**src/rtl/popcount_pkg.sv**
```systemverilog
// Shared constants and types for the popcount window accumulator.
package popcount_pkg;

    localparam int unsigned ONEHOT_W  = 5;
    localparam int unsigned CNT_VAL_W = 3;

    // One-hot population count: bit i set means the count is i.
    typedef logic [ONEHOT_W-1:0] onehot_t;

endpackage

```
**src/rtl/popcount_onehot_decode.sv**
```systemverilog
// One-hot count to binary value decoder.
// Build option: ONEHOT_CHECK_EN selects strict one-hot checking; otherwise
// a highest-bit-wins priority decode is used.
module popcount_onehot_decode
    import popcount_pkg::*;
(
    input  onehot_t              onehot,
    output logic [CNT_VAL_W-1:0] value,
    output logic                 legal
);

`ifdef ONEHOT_CHECK_EN
    // Strict decode: anything other than a single set bit is illegal and maps to 0.
    always_comb begin
        value = '0;
        legal = 1'b1;
        unique case (onehot)
            5'b00001: value = 3'd0;
            5'b00010: value = 3'd1;
            5'b00100: value = 3'd2;
            5'b01000: value = 3'd3;
            5'b10000: value = 3'd4;
            default: begin
                value = 3'd0;
                legal = 1'b0;
            end
        endcase
    end
`else
    // Priority decode: highest set bit wins, all-zero maps to 0, every code is accepted.
    always_comb begin
        value = '0;
        legal = 1'b1;
        if (onehot[4])      value = 3'd4;
        else if (onehot[3]) value = 3'd3;
        else if (onehot[2]) value = 3'd2;
        else if (onehot[1]) value = 3'd1;
        else                value = 3'd0;
    end
`endif

endmodule

```
**src/rtl/popcount_window_acc.sv**
```systemverilog
// Windowed accumulator for one-hot popcount samples. Sums WINDOW accepted
// samples and presents each total on a valid/ready output register while the
// next window keeps accumulating.
// Build option: ONEHOT_CHECK_EN enables the sticky illegal-code flag on err.
module popcount_window_acc
    import popcount_pkg::*;
#(
    parameter int unsigned WINDOW = 16,
    parameter int unsigned SUM_W  = 7
) (
    input  logic             clk,
    input  logic             rst_n,
    input  logic             ena,
    input  logic             in_valid,
    input  onehot_t          in_onehot,
    output logic             in_ready,
    output logic             sum_valid,
    input  logic             sum_ready,
    output logic [SUM_W-1:0] sum_data,
    output logic             err
);

    localparam int unsigned CNT_W = (WINDOW > 2) ? $clog2(WINDOW) : 1;
    localparam logic [CNT_W-1:0] CNT_LAST = CNT_W'(WINDOW - 1);

    logic [CNT_W-1:0]     cnt_q, cnt_d;
    logic [SUM_W-1:0]     acc_q, acc_d;
    logic                 sum_valid_q, sum_valid_d;
    logic [SUM_W-1:0]     sum_data_q, sum_data_d;
    logic                 err_q, err_d;

    logic [CNT_VAL_W-1:0] value;
    logic                 legal;
    logic                 cnt_last;
    logic                 accept;
    logic [SUM_W-1:0]     acc_sum;

    popcount_onehot_decode u_decode (
        .onehot (in_onehot),
        .value  (value),
        .legal  (legal)
    );

    // Ready and acceptance: only the window-closing sample stalls, and only
    // while the previous total is still waiting to be taken.
    always_comb begin
        cnt_last = (cnt_q == CNT_LAST);
        in_ready = ena && !(cnt_last && sum_valid_q && !sum_ready);
        accept   = in_valid && in_ready;
        acc_sum  = acc_q + {{(SUM_W - CNT_VAL_W){1'b0}}, value};
    end

    // Next-state for the window counter, accumulator, output register and err.
    always_comb begin
        cnt_d       = cnt_q;
        acc_d       = acc_q;
        sum_valid_d = sum_valid_q;
        sum_data_d  = sum_data_q;
        // In priority mode legal is constant 1, so err never sets.
        err_d       = err_q | (accept & ~legal);

        if (sum_valid_q && sum_ready) begin
            sum_valid_d = 1'b0;
        end

        if (accept) begin
            if (cnt_last) begin
                cnt_d       = '0;
                acc_d       = '0;
                // A closing window overrides a same-cycle handshake clear.
                sum_valid_d = 1'b1;
                sum_data_d  = acc_sum;
            end else begin
                cnt_d = cnt_q + 1'b1;
                acc_d = acc_sum;
            end
        end
    end

    // State registers with synchronous active-low reset; partial sums are discarded.
    always_ff @(posedge clk) begin
        if (!rst_n) begin
            cnt_q       <= '0;
            acc_q       <= '0;
            sum_valid_q <= 1'b0;
            sum_data_q  <= '0;
            err_q       <= 1'b0;
        end else begin
            cnt_q       <= cnt_d;
            acc_q       <= acc_d;
            sum_valid_q <= sum_valid_d;
            sum_data_q  <= sum_data_d;
            err_q       <= err_d;
        end
    end

    assign sum_valid = sum_valid_q;
    assign sum_data  = sum_data_q;
    assign err       = err_q;

endmodule

```
**config.mk**
```make
export PLATFORM = sky130hd
export DESIGN_NAME = popcount_window_acc
export DESIGN_NICKNAME = d
export VERILOG_FILES = /design/src/rtl/popcount_pkg.sv /design/src/rtl/popcount_onehot_decode.sv /design/src/rtl/popcount_window_acc.sv
export SDC_FILE = /design/constraint.sdc
export NUM_CORES = 1
export LEC_CHECK = 0
export CORE_MARGIN = 3
export CORE_UTILIZATION = 45
export DETAILED_ROUTE_END_ITERATION = 6
export GPL_TIMING_DRIVEN = 1
export PLACE_DENSITY_LB_ADDON = 0.15
export SYNTH_ARGS = -nofsm -noshare
export SYNTH_HDL_FRONTEND = slang
export SYNTH_SLANG_ARGS = --single-unit
```
**constraint.sdc**
```tcl
create_clock -name clk -period 2.3 [get_ports clk]
set_input_delay 0.46 -clock clk [delete_from_list [all_inputs] [get_ports clk]]
set_output_delay 0.46 -clock clk [all_outputs]
set_load 0.03 [all_outputs]
```
======== Word level (Yosys, flattened, before mapping) ========
Cells that the tools add are included.
word-level totals
  bits in registers ....................... 19
  bits in latches ......................... 0
  memory bits (writable) .................. 0
  bits in read-only memories .............. 0
  input bits .............................. 10
  logic and storage cells ................. 24
  memories ................................ 0
cells by class
  $add $sub $neg .......................... 2
  $mul .................................... 0
  divide/modulo/power cells ............... 0
  magnitude comparators ................... 0
  eq/ne operators ......................... 1
  shift operators ......................... 0
  muxes and demuxes ....................... 9
  bitwise operators ....................... 0
  reduce and logical (&&, ||, !) cells .... 8
operators with widths
  cell                                          number
  2-to-1 mux 3 bit                              3
  adder 7 x 3 -> 7 bit                          1
  2-to-1 mux 7 bit                              1
  logical AND 1 bit                             5
  adder 4 x 1 -> 4 bit (second input constant)  1
  equality test 4 bit (second input constant)   1
  2-to-1 mux 1 bit                              4
  2-to-1 mux 4 bit                              1
  zero test 1 bit                               2
  AND reduction 2 bit                           1

======== Longest topological paths before layout ========
Gate-level depths: netlist of run 1.
  depth after elaboration ................. 7
  gate-level depth with buffers ........... 10
  mapped depth without buffers ............ 10

======== Hierarchy ========
Synthesis of run 1 repeated with hierarchy kept, for this count alone.
second synthesis, totals
  cell total of the unflattened synthesis .. 109
  area total of the unflattened synthesis .. 1004.7 µm²
modules (own cells, without submodules)
  module                  times used  cells an instance  area an instance (µm²)
  popcount_window_acc     1           101                959.7
  popcount_onehot_decode  1           8                  45.0

======== Least setup slack after synthesis of run 1 ========
No wires, ideal clock.
  path kind ............................... in2reg
  start ................................... input port in_onehot[3]
  end ..................................... register acc_q[5]
  setup time .............................. 0.120 ns
  arrival time ............................ 1.845 ns
  slack ................................... 0.335 ns
  cell stages on the path ................. 8
  path buffers ............................ 0
  cells stage by stage .................... nor2_1 -> or2_2 -> inv_1 -> ha_1 -> a211oi_2 -> or3_4 -> and3_1 -> a211o_1
between the ends
  word-level cells in the longest chain between the ends .. 4
RTL lines
  element               RTL line                      RTL
  from (decl)           popcount_window_acc.sv:15     input onehot_t in_onehot,
  2-to-1 mux 3 bit      popcount_onehot_decode.sv:35  else if (onehot[3]) value = 3'd3;
  2-to-1 mux 3 bit      popcount_onehot_decode.sv:34  if (onehot[4]) value = 3'd4;
  adder 7 x 3 -> 7 bit  popcount_window_acc.sv:50     acc_sum = acc_q + {{(SUM_W - CNT_VAL_W){1'b0}}, value};
  2-to-1 mux 7 bit      popcount_window_acc.sv:67     if (cnt_last) begin
  to (signal assigned)  popcount_window_acc.sv:84     acc_q <= '0;
  to (signal assigned)  popcount_window_acc.sv:90     acc_q <= acc_d;
  to (decl)             popcount_window_acc.sv:27     logic [SUM_W-1:0] acc_q, acc_d;
No other way between the ends.
A chain may end at the register's enable or synchronous reset.

======== Final worst setup path of run 1 ========
Same ends and word-level chain as after synthesis.

==> impl_metrics.prom, run 1 <==
# TYPE chip_impl_metric gauge
chip_impl_metric{name="data_required_time_of_the_worst_path",unit="ps"} 2490
chip_impl_metric{name="final_hold_viol_count",unit=""} 0
chip_impl_metric{name="synth_async_sr_flop_share",unit="%"} 0
chip_impl_metric{name="synthesized_instance_count",unit=""} 103
chip_impl_metric{name="buffer_ports.inserted",unit=""} 17
chip_impl_info{name="hold_path_class",value="reg2reg"} 1
chip_impl_metric{name="hold_slack",unit="ps"} 491.4
chip_impl_metric{name="dp_hpwl",unit="um"} 1411
chip_impl_metric{name="detailed_place.area",unit="um2"} 1215
chip_impl_metric{name="maximum_fanout_along_the_worst_path",unit=""} 3
chip_impl_metric{name="tritoncts_num_sinks",unit=""} 19
chip_impl_metric{name="seq_power_share",unit="%"} 57.7
chip_impl_metric{name="worstSkewPairLatency",unit="ps"} 290
chip_impl_info{name="timing.critical_path.max_delay_family",value="simple AND/OR/NAND/NOR gates"} 1
chip_impl_info{name="worst_setup_path_end_kind",value="register"} 1
chip_impl_metric{name="post_synth_instance_area",unit="um2"} 962.2
chip_impl_metric{name="track_usage",unit="%"} 15.57
chip_impl_metric{name="post_cts_buffers",unit=""} 0
chip_impl_info{name="status",value="completed"} 1
chip_impl_info{name="crit_path_start_kind",value="input pin"} 1
chip_impl_metric{name="first_global_vias",unit=""} 758
chip_impl_metric{name="critical_path_buf_inv_count",unit=""} 2
chip_impl_metric{name="drt-pass1-iter-count",unit=""} 4
chip_impl_info{name="timing.rr.start",value="cnt_q[0]$_SDFFE_PN0P_"} 1
chip_impl_info{name="min_delay_worst_endpoint",value="acc_q[1]$_SDFFE_PN0P_"} 1
chip_impl_metric{name="post_cts_resized",unit=""} 0
chip_impl_info{name="yosys.cell_count.top_type",value="sky130_fd_sc_hd__dfxtp_1"} 1
chip_impl_metric{name="switch_share",unit="%"} 23.48
chip_impl_metric{name="drtIter0Drc",unit=""} 4
chip_impl_metric{name="fin_crit",unit="ps"} 2216
chip_impl_metric{name="synth-edff-count",unit=""} 0
chip_impl_metric{name="cts.clk_slew.worst_paths",unit="ps"} 100
chip_impl_metric{name="wl_per_cell",unit="um"} 11.67
chip_impl_metric{name="hold_depth",unit=""} 1
chip_impl_metric{name="cts.path.max_buffers",unit=""} 2
chip_impl_info{name="yosys_most_used_dff",value="sky130_fd_sc_hd__dfxtp_1"} 1
chip_impl_metric{name="synthToLayoutAreaGrowth",unit="%"} 29.00
chip_impl_info{name="crit_chain",value="clkdlybuf4s50_1 > nor2_1 > or2_2 > inv_1 > ha_1 > a211oi_2 > or3_4 > and3_1 > a211o_1"} 1
chip_impl_info{name="critPathKind",value="in2reg"} 1
chip_impl_metric{name="start_util",unit="%"} 48.06
chip_impl_metric{name="min_period_over_period",unit="%"} 96.35
chip_impl_metric{name="post_cts_hold_buffer_count",unit=""} 0
chip_impl_metric{name="timing.critical_path.slowest_cell_delay",unit="ps"} 480
chip_impl_info{name="rsz_0062_raised_after_global_routing",value="no"} 1
chip_impl_metric{name="total_nets_final",unit=""} 146
chip_impl_info{name="holdCritStartpoint",value="acc_q[1]$_SDFFE_PN0P_"} 1
chip_impl_metric{name="timing.fmax",unit="MHz"} 451.3
chip_impl_metric{name="worst-r2r-setup-slack",unit="ps"} 570
chip_impl_info{name="crit-reg2reg-capture",value="acc_q[5]$_SDFFE_PN0P_"} 1
chip_impl_metric{name="p_total",unit="mW"} 0.5878
chip_impl_metric{name="die-area",unit="um2"} 2729
chip_impl_metric{name="synth-warning-count",unit=""} 0
chip_impl_metric{name="route.antenna.remaining_nets",unit=""} 0
chip_impl_metric{name="synth.avg_cell_area",unit="um2"} 9.341
chip_impl_metric{name="antenna_violations_before_repair",unit=""} 0
chip_impl_metric{name="route.detailed.vias_per_inst",unit=""} 5.127
chip_impl_info{name="tritoncts",value="built"} 1
chip_impl_metric{name="data_arrival_time_at_the_worst_slack_endpoint",unit="ps"} 2400
chip_impl_info{name="cts.root.buffer_cell",value="sky130_fd_sc_hd__clkbuf_4"} 1
chip_impl_metric{name="max_cap_violations",unit=""} 0
chip_impl_metric{name="p_switching",unit="mW"} 0.1380
chip_impl_metric{name="fp.dieW",unit="um"} 52.24
chip_impl_metric{name="gp_congestion",unit=""} 0.7635
chip_impl_metric{name="htreeDepth",unit=""} 1
chip_impl_metric{name="num-fill-cells",unit=""} 168
chip_impl_metric{name="power.internal",unit="mW"} 0.4498
chip_impl_info{name="crit_path_top_delay_cell",value="sky130_fd_sc_hd__clkdlybuf4s50_1"} 1
chip_impl_metric{name="dr_total_vias",unit=""} 805
chip_impl_metric{name="power_per_cell_area",unit="nW/um2"} 473.5
chip_impl_metric{name="seq_area_frac_synth",unit="%"} 39.53
chip_impl_metric{name="synth_cell_types",unit=""} 40
chip_impl_metric{name="syn-num-nets",unit=""} 118
chip_impl_metric{name="vdd_drop_max",unit="mV"} 0.3797
chip_impl_metric{name="synth_top_area_share",unit="%"} 39.53
chip_impl_metric{name="grt_pass1_wl",unit="um"} 3187
chip_impl_metric{name="finalSetupViolations",unit=""} 0
chip_impl_metric{name="logic_pwr_share",unit="%"} 15.0
chip_impl_metric{name="row_count",unit=""} 16
chip_impl_metric{name="remaining_drc_errors",unit=""} 0
chip_impl_info{name="ys_top_cells_by_area",value="sky130_fd_sc_hd__dfxtp_1, sky130_fd_sc_hd__ha_1, sky130_fd_sc_hd__nor2b_1"} 1
chip_impl_metric{name="utilization",unit="%"} 62.00
chip_impl_metric{name="diodes",unit=""} 0
chip_impl_metric{name="drt-total-wl",unit="um"} 1832
chip_impl_metric{name="gr-total-overflow",unit=""} 0
chip_impl_metric{name="total_cts_buffers",unit=""} 3
chip_impl_metric{name="slew_violations",unit=""} 0
chip_impl_metric{name="pwr-share-clk",unit="%"} 27.3
chip_impl_metric{name="post_route_cells_drive_above_1_share",unit="%"} 16.15
chip_impl_metric{name="post-route-cell-area",unit="um2"} 1241
chip_impl_metric{name="worst_reg_to_reg_path_cell_count",unit=""} 5
chip_impl_metric{name="worst_clock_skew",unit="ps"} 1.549
chip_impl_info{name="synthTopCellsByCount",value="sky130_fd_sc_hd__dfxtp_1, sky130_fd_sc_hd__o21ai_0, sky130_fd_sc_hd__nor2b_1"} 1
chip_impl_metric{name="core",unit="um2"} 2002
chip_impl_info{name="synth.largest_area_cell",value="sky130_fd_sc_hd__dfxtp_1"} 1
chip_impl_metric{name="chip_height",unit="um"} 52.24
chip_impl_metric{name="grt_start_max_net_pins",unit=""} 16
chip_impl_metric{name="synth-seq-cells",unit=""} 19
chip_impl_metric{name="power.leakage",unit="nW"} 0.5125
chip_impl_metric{name="io_pins",unit=""} 20
layer usage:
metal | global-route usage, % | vias to the layer above | wire, um
li1 | - | 416 | -
met1 | 21.28 | 369 | 920
met2 | 22.80 | 16 | 801
met3 | 3.704 | 4 | 80
met4 | 7.660 | 0 | 29
met5 | 0 | - | 0
sequential cells by signal, summed over array words and instances (netlist names):
name       count
acc_q          7
sum_data       7
cnt_q          4
sum_valid      1
worst register-to-register path, delay by kind of cell, from the launching register on:
family / cells / cell delay (ps)
DFF: 1 / 350
adders and majority gates: 1 / 230
AOI/OAI and AO/OA: 2 / 620
and+or+nand+nor: 2 / 430
layout by cell type (no fill, tap or decap), types with 2 or more instances in the layout:
| cell | netlist | layout |
|---|---|---|
| sky130_fd_sc_hd__xnor2_1 | 2 | 2 |
| sky130_fd_sc_hd__inv_1 | 4 | 4 |
| sky130_fd_sc_hd__and3_1 | 4 | 4 |
| sky130_fd_sc_hd__dfxtp_1 | 19 | 19 |
| sky130_fd_sc_hd__buf_4 | 2 | 11 |
| sky130_fd_sc_hd__a22o_1 | 2 | 2 |
| sky130_fd_sc_hd__nor2b_1 | 7 | 7 |
| sky130_fd_sc_hd__a31oi_1 | 2 | 2 |
| sky130_fd_sc_hd__clkdlybuf4s50_1 | 0 | 16 |
| sky130_fd_sc_hd__clkbuf_4 | 0 | 3 |
| sky130_fd_sc_hd__a21oi_1 | 4 | 4 |
| sky130_fd_sc_hd__o2bb2ai_1 | 3 | 3 |
| sky130_fd_sc_hd__xor2_1 | 3 | 3 |
| sky130_fd_sc_hd__ha_1 | 4 | 4 |
| sky130_fd_sc_hd__o21a_1 | 2 | 2 |
| sky130_fd_sc_hd__mux2i_1 | 3 | 3 |
| sky130_fd_sc_hd__nand2_1 | 6 | 6 |
| sky130_fd_sc_hd__o21ai_0 | 8 | 8 |
| sky130_fd_sc_hd__nor2_1 | 5 | 5 |
final cells by class:
cell class | instances | area (um2) | area share (%)
Clock buffer | 4 | 26.28 | 2.117
Tap cell | 27 | 33.78 | 2.722
Inverter | 4 | 15.01 | 1.210
Multi-Input combinational cell | 76 | 543.0 | 43.75
Timing Repair Buffer | 27 | 242.7 | 19.56
Sequential cell | 19 | 380.4 | 30.65
per-stage QoR:
step	instances	setup TNS [ps]	setup slack, ps
floorplan	103	0	335.4
global placement	153	-1105	-194.5
detailed placement	153	-1183	-230.1
CTS	157	0	65.94
global route	157	0	2.040
finish	157	0	83.95
cell families after synthesis:
family / Yosys count / synth area share [%]
simple gates: 34 / 20.42
fa+ha+maj: 5 / 7.282
xor+xnor: 5 / 4.552
buf+inv: 8 / 4.029
flops: 19 / 39.53
compound gates: 27 / 19.51
mux: 4 / 4.291
other cells: 1 / 0.3897
worst max path at each step:
stage / from / to / cells past startpoint
final: in_onehot[3] / acc_q[5]$_SDFFE_PN0P_ / 9
after global routing: in_onehot[2] / sum_data[4]$_SDFFE_PN0P_ / 11
after CTS: in_onehot[3] / acc_q[5]$_SDFFE_PN0P_ / 9
after detailed placement: in_onehot[3] / acc_q[5]$_SDFFE_PN0P_ / 9
after global placement: in_onehot[3] / acc_q[5]$_SDFFE_PN0P_ / 9
after floorplan: in_onehot[3] / acc_q[5]$_SDFFE_PN0P_ / 8
power groups by stage:
stage / Sequential, mW / Clock [mW] / Combinational [mW]
after floorplan: 0.346 / 0 / 0.0470
after global placement: 0.346 / 0 / 0.0856
after detailed placement: 0.347 / 0 / 0.0881
after CTS: 0.339 / 0.167 / 0.0892
after global routing: 0.340 / 0.180 / 0.0987
final: 0.339 / 0.160 / 0.0883
Power figures use the tool's default switching activity.
==> run 2: changes to the inputs <==
--- a/config.mk
+++ b/config.mk
@@ -7,6 +7,7 @@
 export LEC_CHECK = 0
 export CORE_MARGIN = 3
 export CORE_UTILIZATION = 45
+export CTS_BUF_LIST = sky130_fd_sc_hd__clkbuf_2 sky130_fd_sc_hd__clkbuf_4 sky130_fd_sc_hd__clkbuf_8
 export DETAILED_ROUTE_END_ITERATION = 6
 export GPL_TIMING_DRIVEN = 1
 export PLACE_DENSITY_LB_ADDON = 0.15
==> impl_metrics.prom, run 2 (synthesized netlist as in run 1, its figures left out) <==
# TYPE chip_impl_metric gauge
chip_impl_info{name="status",value="completed"} 1
chip_impl_metric{name="io_pins",unit=""} 20
chip_impl_metric{name="wl_per_cell",unit="um"} 11.45
chip_impl_metric{name="use_met1",unit="%"} 21.28
chip_impl_metric{name="min_period_over_period",unit="%"} 96.46
chip_impl_metric{name="synthToLayoutAreaGrowth",unit="%"} 29.39
chip_impl_metric{name="track_usage",unit="%"} 15.57
chip_impl_info{name="worst_setup_path_end_kind",value="register"} 1
chip_impl_metric{name="total_cts_buffers",unit=""} 3
chip_impl_metric{name="power.leakage",unit="nW"} 0.5159
chip_impl_metric{name="route.antenna.remaining_nets",unit=""} 0
chip_impl_info{name="grt_most_used_layer",value="met2"} 1
chip_impl_metric{name="route.detailed.vias_per_inst",unit=""} 5.127
chip_impl_metric{name="chip_height",unit="um"} 52.24
chip_impl_metric{name="final.setup.tns",unit="ps"} 0
chip_impl_info{name="critPathKind",value="in2reg"} 1
chip_impl_metric{name="row_count",unit=""} 16
chip_impl_metric{name="timing.fmax",unit="MHz"} 450.7
chip_impl_metric{name="post-route-cell-area",unit="um2"} 1245
chip_impl_metric{name="timing.critical_path.slowest_cell_delay",unit="ps"} 480
chip_impl_metric{name="htreeDepth",unit=""} 1
chip_impl_info{name="layout_common_cells",value="sky130_fd_sc_hd__dfxtp_1, sky130_fd_sc_hd__clkdlybuf4s50_1, sky130_fd_sc_hd__buf_4"} 1
chip_impl_metric{name="fp.dieW",unit="um"} 52.24
chip_impl_metric{name="buffer_ports.inserted",unit=""} 17
chip_impl_metric{name="start_util",unit="%"} 48.06
chip_impl_metric{name="grt_start_max_net_pins",unit=""} 16
chip_impl_metric{name="hold_slack",unit="ps"} 492.1
chip_impl_metric{name="dp_hpwl",unit="um"} 1411
chip_impl_metric{name="post_route_cells_drive_above_1_share",unit="%"} 16.92
chip_impl_metric{name="grt_pass1_wl",unit="um"} 3187
chip_impl_metric{name="data_required_time_of_the_worst_path",unit="ps"} 2490
chip_impl_info{name="hold_path_class",value="reg2reg"} 1
chip_impl_metric{name="core",unit="um2"} 2002
chip_impl_metric{name="drt-total-wl",unit="um"} 1798
chip_impl_metric{name="use_met2",unit="%"} 22.80
chip_impl_metric{name="max_cap_violations",unit=""} 0
chip_impl_metric{name="worstSkewPairLatency",unit="ps"} 280
chip_impl_info{name="rsz_0062_raised_after_global_routing",value="no"} 1
chip_impl_metric{name="dr_total_vias",unit=""} 805
chip_impl_metric{name="global_routing_usage_on_met3",unit="%"} 3.704
chip_impl_metric{name="slew_violations",unit=""} 0
chip_impl_metric{name="detailed_place.area",unit="um2"} 1215
chip_impl_info{name="most_common_cell_after_layout_fill_and_taps_aside",value="sky130_fd_sc_hd__dfxtp_1"} 1
chip_impl_info{name="crit_path_start_kind",value="input pin"} 1
chip_impl_metric{name="tritoncts_num_sinks",unit=""} 19
chip_impl_info{name="cts.root.buffer_cell",value="sky130_fd_sc_hd__clkbuf_4"} 1
chip_impl_metric{name="drt-pass1-iter-count",unit=""} 2
chip_impl_info{name="crit_path_top_delay_cell",value="sky130_fd_sc_hd__clkdlybuf4s50_1"} 1
chip_impl_metric{name="total_nets_final",unit=""} 146
chip_impl_metric{name="power_per_cell_area",unit="nW/um2"} 480.4
chip_impl_metric{name="num-fill-cells",unit=""} 166
chip_impl_metric{name="critical_path_buf_inv_count",unit=""} 2
chip_impl_metric{name="worst_clock_skew",unit="ps"} 2.799
chip_impl_metric{name="finalSetupViolations",unit=""} 0
chip_impl_metric{name="data_arrival_time_at_the_worst_slack_endpoint",unit="ps"} 2400
chip_impl_info{name="tritoncts",value="built"} 1
chip_impl_metric{name="vdd_drop_max",unit="mV"} 0.3807
chip_impl_metric{name="worst-r2r-setup-slack",unit="ps"} 580
chip_impl_metric{name="worst_slack",unit="ps"} 81.39
chip_impl_metric{name="first_global_vias",unit=""} 758
chip_impl_metric{name="final_hold_viol_count",unit=""} 0
chip_impl_metric{name="gr-total-overflow",unit=""} 0
chip_impl_metric{name="die-area",unit="um2"} 2729
chip_impl_metric{name="gp_congestion",unit=""} 0.7635
chip_impl_info{name="crit_chain",value="clkdlybuf4s50_1 > nor2_1 > or2_2 > inv_1 > ha_1 > a211oi_2 > or3_4 > and3_1 > a211o_1"} 1
chip_impl_metric{name="maximum_fanout_along_the_worst_path",unit=""} 3
chip_impl_metric{name="antenna_violations_before_repair",unit=""} 0
chip_impl_metric{name="fin_crit",unit="ps"} 2219
chip_impl_metric{name="cts.path.max_buffers",unit=""} 2
chip_impl_metric{name="cts.clk_slew.worst_paths",unit="ps"} 100
chip_impl_info{name="timing.critical_path.max_delay_family",value="simple AND/OR/NAND/NOR gates"} 1
chip_impl_metric{name="post_cts_resized",unit=""} 0
chip_impl_metric{name="dp_worst_setup_slack",unit="ps"} -230.1
chip_impl_metric{name="drtIter0Drc",unit=""} 3
chip_impl_metric{name="diodes",unit=""} 0
chip_impl_metric{name="remaining_drc_errors",unit=""} 0
chip_impl_metric{name="p_total",unit="mW"} 0.5981
==> run 2: cell counts in the layout (fill, tap and decap cells not counted) <==
Identical to the previous run, type by type.
==> run 2: where the power goes <==
part | switching [mW] | internal (mW)
sequential | 0.00453 | 0.334
clock | 0.0920 | 0.0791
combinational | 0.0400 | 0.0479
==> run 2: cell type report <==
class,count,area [um2],share of cell area [%]
Clock buffer,4,30.03,2.412
Inverter,4,15.01,1.206
Multi-Input combinational cell,76,543.0,43.62
Sequential cell,19,380.4,30.55
Tap cell,27,33.78,2.714
Timing Repair Buffer,27,242.7,19.50
==> run 2: path summary, 6_finish.rpt <==
path                         start               endpoint  cells after the start
max reg2reg  cnt_q[0]$_SDFFE_PN0P_  acc_q[5]$_SDFFE_PN0P_                      5
max                   in_onehot[3]  acc_q[5]$_SDFFE_PN0P_                      9
min          acc_q[1]$_SDFFE_PN0P_  acc_q[1]$_SDFFE_PN0P_                      1
min reg2reg  acc_q[1]$_SDFFE_PN0P_  acc_q[1]$_SDFFE_PN0P_                      1
==> run 2: worst reg2reg max path, delay by kind of cell (launching register included) <==
family	cells	cell delay [ps]
AOI/OAI and AO/OA	2	610
and+or+nand+nor	2	420
DFF	1	350
adders and majority gates	1	230
==> run 2: what timing repair did <==
action / 4_1_cts / 5_1_grt
hold buffers: 0 / 0
setup buffers: 0 / 0
endpoints found under the setup margin: 0 / 1
==> run 2: routing by layer <==
layer / share of wire (%) / routed length (um) / up-vias
li1: - / - / 418
met1: 50 / 905 / 367
met2: 43 / 782 / 16
met3: 4.3 / 78 / 4
met4: 1.7 / 31 / 0
met5: 0 / 0 / -
==> run 2: stage by stage <==
step	cells	util [%]
2_1_floorplan	103	-
3_3_place_gp	153	60.69
3_5_place_dp	153	60.69
4_1_cts	157	62.19
5_1_grt	157	62.19
6_report	157	62.19
